## src/rtl/pipeline_hazard_controller.sv

```systemverilog
// ---------------------------------------------------------------------------
// pipeline_hazard_controller : forwarding selects, load-use stall and branch
// flush control for the 5-stage IF/ID/EX/MEM/WB pipeline.  Revision 1.0
// ---------------------------------------------------------------------------
`default_nettype none

module pipeline_hazard_controller #(
  parameter int REG_W  = 4,
  parameter int CNT_W  = 16,
  parameter int PC_REG = 15
) (
  input  logic             clk,
  input  logic             reset,
  input  logic [REG_W-1:0] id_rn,
  input  logic [REG_W-1:0] id_rm,
  input  logic [REG_W-1:0] id_rd,
  input  logic             id_use_rn,
  input  logic             id_use_rm,
  input  logic             id_use_rd,
  input  logic             id_rf_e,
  input  logic             id_load,
  input  logic             branch_taken,
  output logic [1:0]       fwd_pa_sel,
  output logic [1:0]       fwd_pb_sel,
  output logic [1:0]       fwd_pd_sel,
  output logic             enable_pc,
  output logic             enable_ifid,
  output logic             nop_sel,
  output logic             flush_ifid,
  output logic [CNT_W-1:0] stall_count,
  output logic [CNT_W-1:0] flush_count
);

  localparam logic [1:0]       c_sel_rf  = 2'b00;
  localparam logic [1:0]       c_sel_ex  = 2'b01;
  localparam logic [1:0]       c_sel_mem = 2'b10;
  localparam logic [1:0]       c_sel_wb  = 2'b11;
  localparam logic [REG_W-1:0] c_pc_reg  = REG_W'(PC_REG);
  localparam logic [CNT_W-1:0] c_cnt_one = CNT_W'(1);

  // Only the EX-stage load flag can create a hazard, so MEM/WB keep rd and rf_e.
  logic [REG_W-1:0] ex_rd_q, mem_rd_q, wb_rd_q;
  logic             ex_rf_e_q, mem_rf_e_q, wb_rf_e_q;
  logic             ex_load_q;
  logic             flushed_q;
  logic [CNT_W-1:0] stall_cnt_q, flush_cnt_q;

  logic [REG_W-1:0] ex_rd_d;
  logic             ex_rf_e_d, ex_load_d, flushed_d;
  logic             stall, branch_flush;
  logic             hz_rn, hz_rm, hz_rd;
  logic [1:0]       sel_pa, sel_pb, sel_pd;

  function automatic logic [1:0] fwd_sel(
    input logic             use_src,
    input logic [REG_W-1:0] src,
    input logic [REG_W-1:0] ex_rd,
    input logic             ex_we,
    input logic [REG_W-1:0] mem_rd,
    input logic             mem_we,
    input logic [REG_W-1:0] wb_rd,
    input logic             wb_we
  );
    logic [1:0] sel;
    sel = c_sel_rf;
    if (use_src && (src != c_pc_reg)) begin
      if (ex_we && (ex_rd == src))        sel = c_sel_ex;
      else if (mem_we && (mem_rd == src)) sel = c_sel_mem;
      else if (wb_we && (wb_rd == src))   sel = c_sel_wb;
    end
    return sel;
  endfunction

  function automatic logic load_hz(
    input logic             use_src,
    input logic [REG_W-1:0] src,
    input logic [REG_W-1:0] ex_rd,
    input logic             ex_we,
    input logic             ex_ld
  );
    return use_src && (src != c_pc_reg) && ex_we && ex_ld && (ex_rd == src);
  endfunction

  always_comb begin
    sel_pa = fwd_sel(id_use_rn, id_rn, ex_rd_q, ex_rf_e_q, mem_rd_q, mem_rf_e_q, wb_rd_q, wb_rf_e_q);
    sel_pb = fwd_sel(id_use_rm, id_rm, ex_rd_q, ex_rf_e_q, mem_rd_q, mem_rf_e_q, wb_rd_q, wb_rf_e_q);
    sel_pd = fwd_sel(id_use_rd, id_rd, ex_rd_q, ex_rf_e_q, mem_rd_q, mem_rf_e_q, wb_rd_q, wb_rf_e_q);
    hz_rn  = load_hz(id_use_rn, id_rn, ex_rd_q, ex_rf_e_q, ex_load_q);
    hz_rm  = load_hz(id_use_rm, id_rm, ex_rd_q, ex_rf_e_q, ex_load_q);
    hz_rd  = load_hz(id_use_rd, id_rd, ex_rd_q, ex_rf_e_q, ex_load_q);
    stall        = !flushed_q && (hz_rn || hz_rm || hz_rd);
    branch_flush = branch_taken && !stall && !flushed_q;
    flushed_d    = branch_flush;
    // A stalled consumer or the bubble left by a flush must not enter EX as a writer.
    if (stall || flushed_q) begin
      ex_rd_d   = '0;
      ex_rf_e_d = 1'b0;
      ex_load_d = 1'b0;
    end else begin
      ex_rd_d   = id_rd;
      ex_rf_e_d = id_rf_e;
      ex_load_d = id_load;
    end
  end

  always_comb begin
    fwd_pa_sel  = c_sel_rf;
    fwd_pb_sel  = c_sel_rf;
    fwd_pd_sel  = c_sel_rf;
    enable_pc   = 1'b1;
    enable_ifid = 1'b1;
    nop_sel     = 1'b0;
    flush_ifid  = 1'b0;
    if (!reset) begin
      fwd_pa_sel  = sel_pa;
      fwd_pb_sel  = sel_pb;
      fwd_pd_sel  = sel_pd;
      enable_pc   = !stall;
      enable_ifid = !stall;
      nop_sel     = stall;
      flush_ifid  = branch_flush;
    end
  end

  always_ff @(posedge clk) begin
    if (reset) begin
      ex_rd_q     <= '0;
      ex_rf_e_q   <= 1'b0;
      ex_load_q   <= 1'b0;
      mem_rd_q    <= '0;
      mem_rf_e_q  <= 1'b0;
      wb_rd_q     <= '0;
      wb_rf_e_q   <= 1'b0;
      flushed_q   <= 1'b0;
      stall_cnt_q <= '0;
      flush_cnt_q <= '0;
    end else begin
      ex_rd_q     <= ex_rd_d;
      ex_rf_e_q   <= ex_rf_e_d;
      ex_load_q   <= ex_load_d;
      mem_rd_q    <= ex_rd_q;
      mem_rf_e_q  <= ex_rf_e_q;
      wb_rd_q     <= mem_rd_q;
      wb_rf_e_q   <= mem_rf_e_q;
      flushed_q   <= flushed_d;
      if (stall && !(&stall_cnt_q))
        stall_cnt_q <= stall_cnt_q + c_cnt_one;
      if (branch_flush && !(&flush_cnt_q))
        flush_cnt_q <= flush_cnt_q + c_cnt_one;
    end
  end

  assign stall_count = stall_cnt_q;
  assign flush_count = flush_cnt_q;

endmodule

`default_nettype wire

```

## config.mk

```make
export PLATFORM = sky130hd
export DESIGN_NAME = pipeline_hazard_controller
export DESIGN_NICKNAME = d
export VERILOG_FILES = /design/src/rtl/pipeline_hazard_controller.sv
export SDC_FILE = /design/constraint.sdc
export NUM_CORES = 1
export LEC_CHECK = 0
export ABC_AREA = 0
export CAP_MARGIN = 20
export CORE_UTILIZATION = 32
export DETAILED_ROUTE_END_ITERATION = 7
export SLEW_MARGIN = 20
export SYNTH_ARGS = -nofsm -noshare
export SYNTH_HDL_FRONTEND = slang
export SYNTH_SLANG_ARGS = --single-unit
```

## constraint.sdc

```tcl
create_clock -name clk -period 3.1 [get_ports clk]
set_input_delay 0.775 -clock clk [delete_from_list [all_inputs] [get_ports clk]]
set_output_delay 0.775 -clock clk [all_outputs]
set_load 0.02 [all_outputs]
```

==> impl_metrics.tcl <==
set metrics [dict create \
    maxCapViolations 0 \
    setup_viol 0 \
    final_area_mm2 0.00383 \
    syn_nets 335 \
    placed_area_mm2 0.00358 \
    avgViaCountPerCell 5.21 \
    dr.first_iter.drc_count 108 \
    clock_latency_ns 0.30 \
    fin_crit_ns 3.06 \
    finClkSkew_ns 0.00701 \
    cp_max_fo 3 \
    fin_crit_sh 0.986 \
    power_leakage_nw 1.44 \
    ys_top_cells_by_area "dfxtp_1 37%, xor2_1 9.3%, a21oi_1 4.5%" \
    seq_area_frac_synth 0.370 \
    cts_tree "yes" \
    grt_pass1_vias 2594 \
    antennaDiodeCount 0 \
    fmax_mhz 327 \
    syn_to_final_growth_pct 44.6 \
    relSlewSlack 0.737 \
    startpoint_type "input port" \
    power.total_mw 1.22 \
    initial_core_util 0.336 \
    postSynthAreaPerCell_um2 8.47 \
    synth_edf_count 0 \
    antenna_left 0 \
    drt_pass1_iterations 4 \
    die_y_um 93 \
    rows 32 \
    grt_max_degree 29 \
    dieArea_mm2 0.00865 \
    synth_warnings 0 \
    gp_congestion 0.913 \
    hp-class "reg -> reg" \
    clk_path_buf_depth 2 \
    drc_errors 0 \
    critical_path_class "in -> out" \
    antenna_found_initial 0 \
    synth_seq_cells 49 \
    timing.critical_path.required_ns 2.32 \
    worstSetupStartpoint "id_rn[2]" \
    yosysMostFrequentCell "dfxtp_1" \
    htree_levels 2 \
    hold_start "flush_count[9]$_SDFFE_PP0P_" \
    fp.dieW_um 93 \
    via_count 2671 \
    io_buffers 61 \
    synth-async-reset-ratio 0 \
    netlist.area_leader.share 0.370 \
    post-dp-hpwl_um 5430 \
    maxSlewViolCount 0 \
    clock-root-buffer "clkbuf_8" \
    power.density_mw_per_mm2 319 \
    layout.nets 432 \
    outcome "complete, no violations" \
    cts.hold.buffers_added 0 \
    synthTopCellsByCount "49 x dfxtp_1, 28 x xor2_1, 24 x a21oi_1" \
    wl_per_cell_um 14.7 \
    end_kind "output port" \
    tns_ns 0 \
    rr_startpoint "ex_rd_q[3]$_SDFF_PP0_" \
    synth_area_mm2 0.00265 \
    ir_worst_vdd_v 0.000204 \
    drive_gt1_frac 0.229 \
    ys_types 42 \
    hold_viol 0 \
    cts_buffers 5 \
    syn_inst 313 \
    ys.flop_type "dfxtp_1" \
    rsz0062_at_grt "true" \
    core_mm2 0.00789 \
    cts_sinks 49 \
    io_pins 62 \
    cp.arrival_ns 2.28 \
    tightest_slew_ns 0.392 \
    totalWireLength_um 7550 \
    grtUsageTotal 0.182 \
    clk_pin_slew_ns 0.10 \
    grt.overflow.total 0 \
    synth_area_leader_cell "dfxtp_1" \
    grt_pass1_wl_um 12600 \
]
## registers in the layout (all words and copies together) (netlist names)
| name | flops |
|---|---|
| flush_count | 16 |
| ex_load_q | 1 |
| wb_rd_q | 4 |
| wb_rf_e_q | 1 |
| mem_rd_q | 4 |
| flushed_q | 1 |
| ex_rd_q | 4 |
| stall_count | 16 |
| mem_rf_e_q | 1 |
| ex_rf_e_q | 1 |
## cells by family (layout without fill, tap and decap cells)
group | Yosys count | after routing | synth area share
AO/OA/AOI/OAI | 61 | 61 | 0.142
adder cells (fa/ha/maj) | 2 | 2 | 0.00944
multiplexers | 3 | 3 | 0.0118
buffers and inverters | 16 | 114 | 0.0307
flip-flops | 49 | 49 | 0.370
AND/OR/NAND/NOR | 144 | 144 | 0.310
XOR/XNOR | 38 | 38 | 0.126
## through the flow
| step | hold WS, ns | utilization | worst slack, ns | std cells |
|---|---|---|---|---|
| final | 0.493 | 0.486 | 0.0445 | 513 |
| after global routing | 0.539 | 0.486 | -0.0140 | 513 |
| after CTS | 0.496 | 0.481 | -0.0295 | 511 |
| after detailed placement | 0.482 | 0.454 | -0.888 | 495 |
| after global placement | 0.483 | 0.454 | -0.886 | 495 |
| after floorplan | 0.474 | - | 0.0770 | 313 |
## where the power goes
group          internal [mW]  total, mW  switching, mW
clock                  0.157      0.386          0.229
sequential             0.641      0.660         0.0192
combinational         0.0906      0.176         0.0851
total                  0.888       1.22          0.334
## critical path, stage by stage
cell and delay, ns:
buf_2 0.11, xor2_1 0.15, a2111o_1 0.44, nor3_4 0.20
nor2_2 0.07, or3_4 0.37, inv_2 0.07, buf_6 0.10
## path summary, 6_finish.rpt
kind	to	slack (ns)	depth (start not counted)
worst max-delay path	nop_sel	0.04	8
worst min-delay path	flush_count[9]$_SDFFE_PP0P_	0.49	2
worst max register to register	flush_count[7]$_SDFFE_PP0P_	0.60	8
worst min register to register	flush_count[9]$_SDFFE_PP0P_	0.49	2
## cell type report
class | instances | area [um^2]
clock buffer | 5 | 68.8
clock inverter | 3 | 17.5
fill | 771 | 4060
inverter | 3 | 11.3
multi-input combinational | 248 | 1710
sequential | 49 | 981
tap | 102 | 128
timing repair buffer | 103 | 917
## layout by cell type (no fill, tap or decap), types with 3 or more instances in the layout
master / netlist / final
and3_1: 5 / 5
a21oi_1: 24 / 24
nand4_1: 9 / 9
buf_6: 2 / 10
nor4_2: 0 / 3
o211ai_1: 3 / 3
nand3_1: 18 / 17
xnor2_1: 10 / 10
dfxtp_1: 49 / 49
nand2_1: 19 / 19
and2_1: 13 / 12
nor2_1: 12 / 10
o21ai_0: 12 / 12
clkbuf_8: 0 / 5
nor3_1: 8 / 8
buf_2: 2 / 9
clkdlybuf4s50_1: 0 / 37
nor2b_1: 18 / 18
or3_1: 14 / 13
xor2_1: 28 / 27
clkbuf_2: 0 / 3
buf_4: 1 / 38
or4_1: 11 / 11
o31ai_1: 11 / 11
## metal layers
| metal | routed length, um | up-vias | global-route usage |
|---|---|---|---|
| met2 | 3630 | 50 | 0.307 |
| met3 | 236 | 5 | 0.0268 |
| met4 | 68 | 0 | 0.0423 |
| li1 | - | 1331 | - |
| met1 | 3610 | 1285 | 0.245 |
| met5 | 0 | - | 0 |
## what timing repair did
action / in CTS / in global routing
gates resized for setup: 109 / 17
setup buffers: 8 / 2
endpoints found under the hold margin: 0 / 0
endpoints found under the setup margin: 10 / 9
pin swaps: 11 / 7
(Power assumes the default switching activity.)
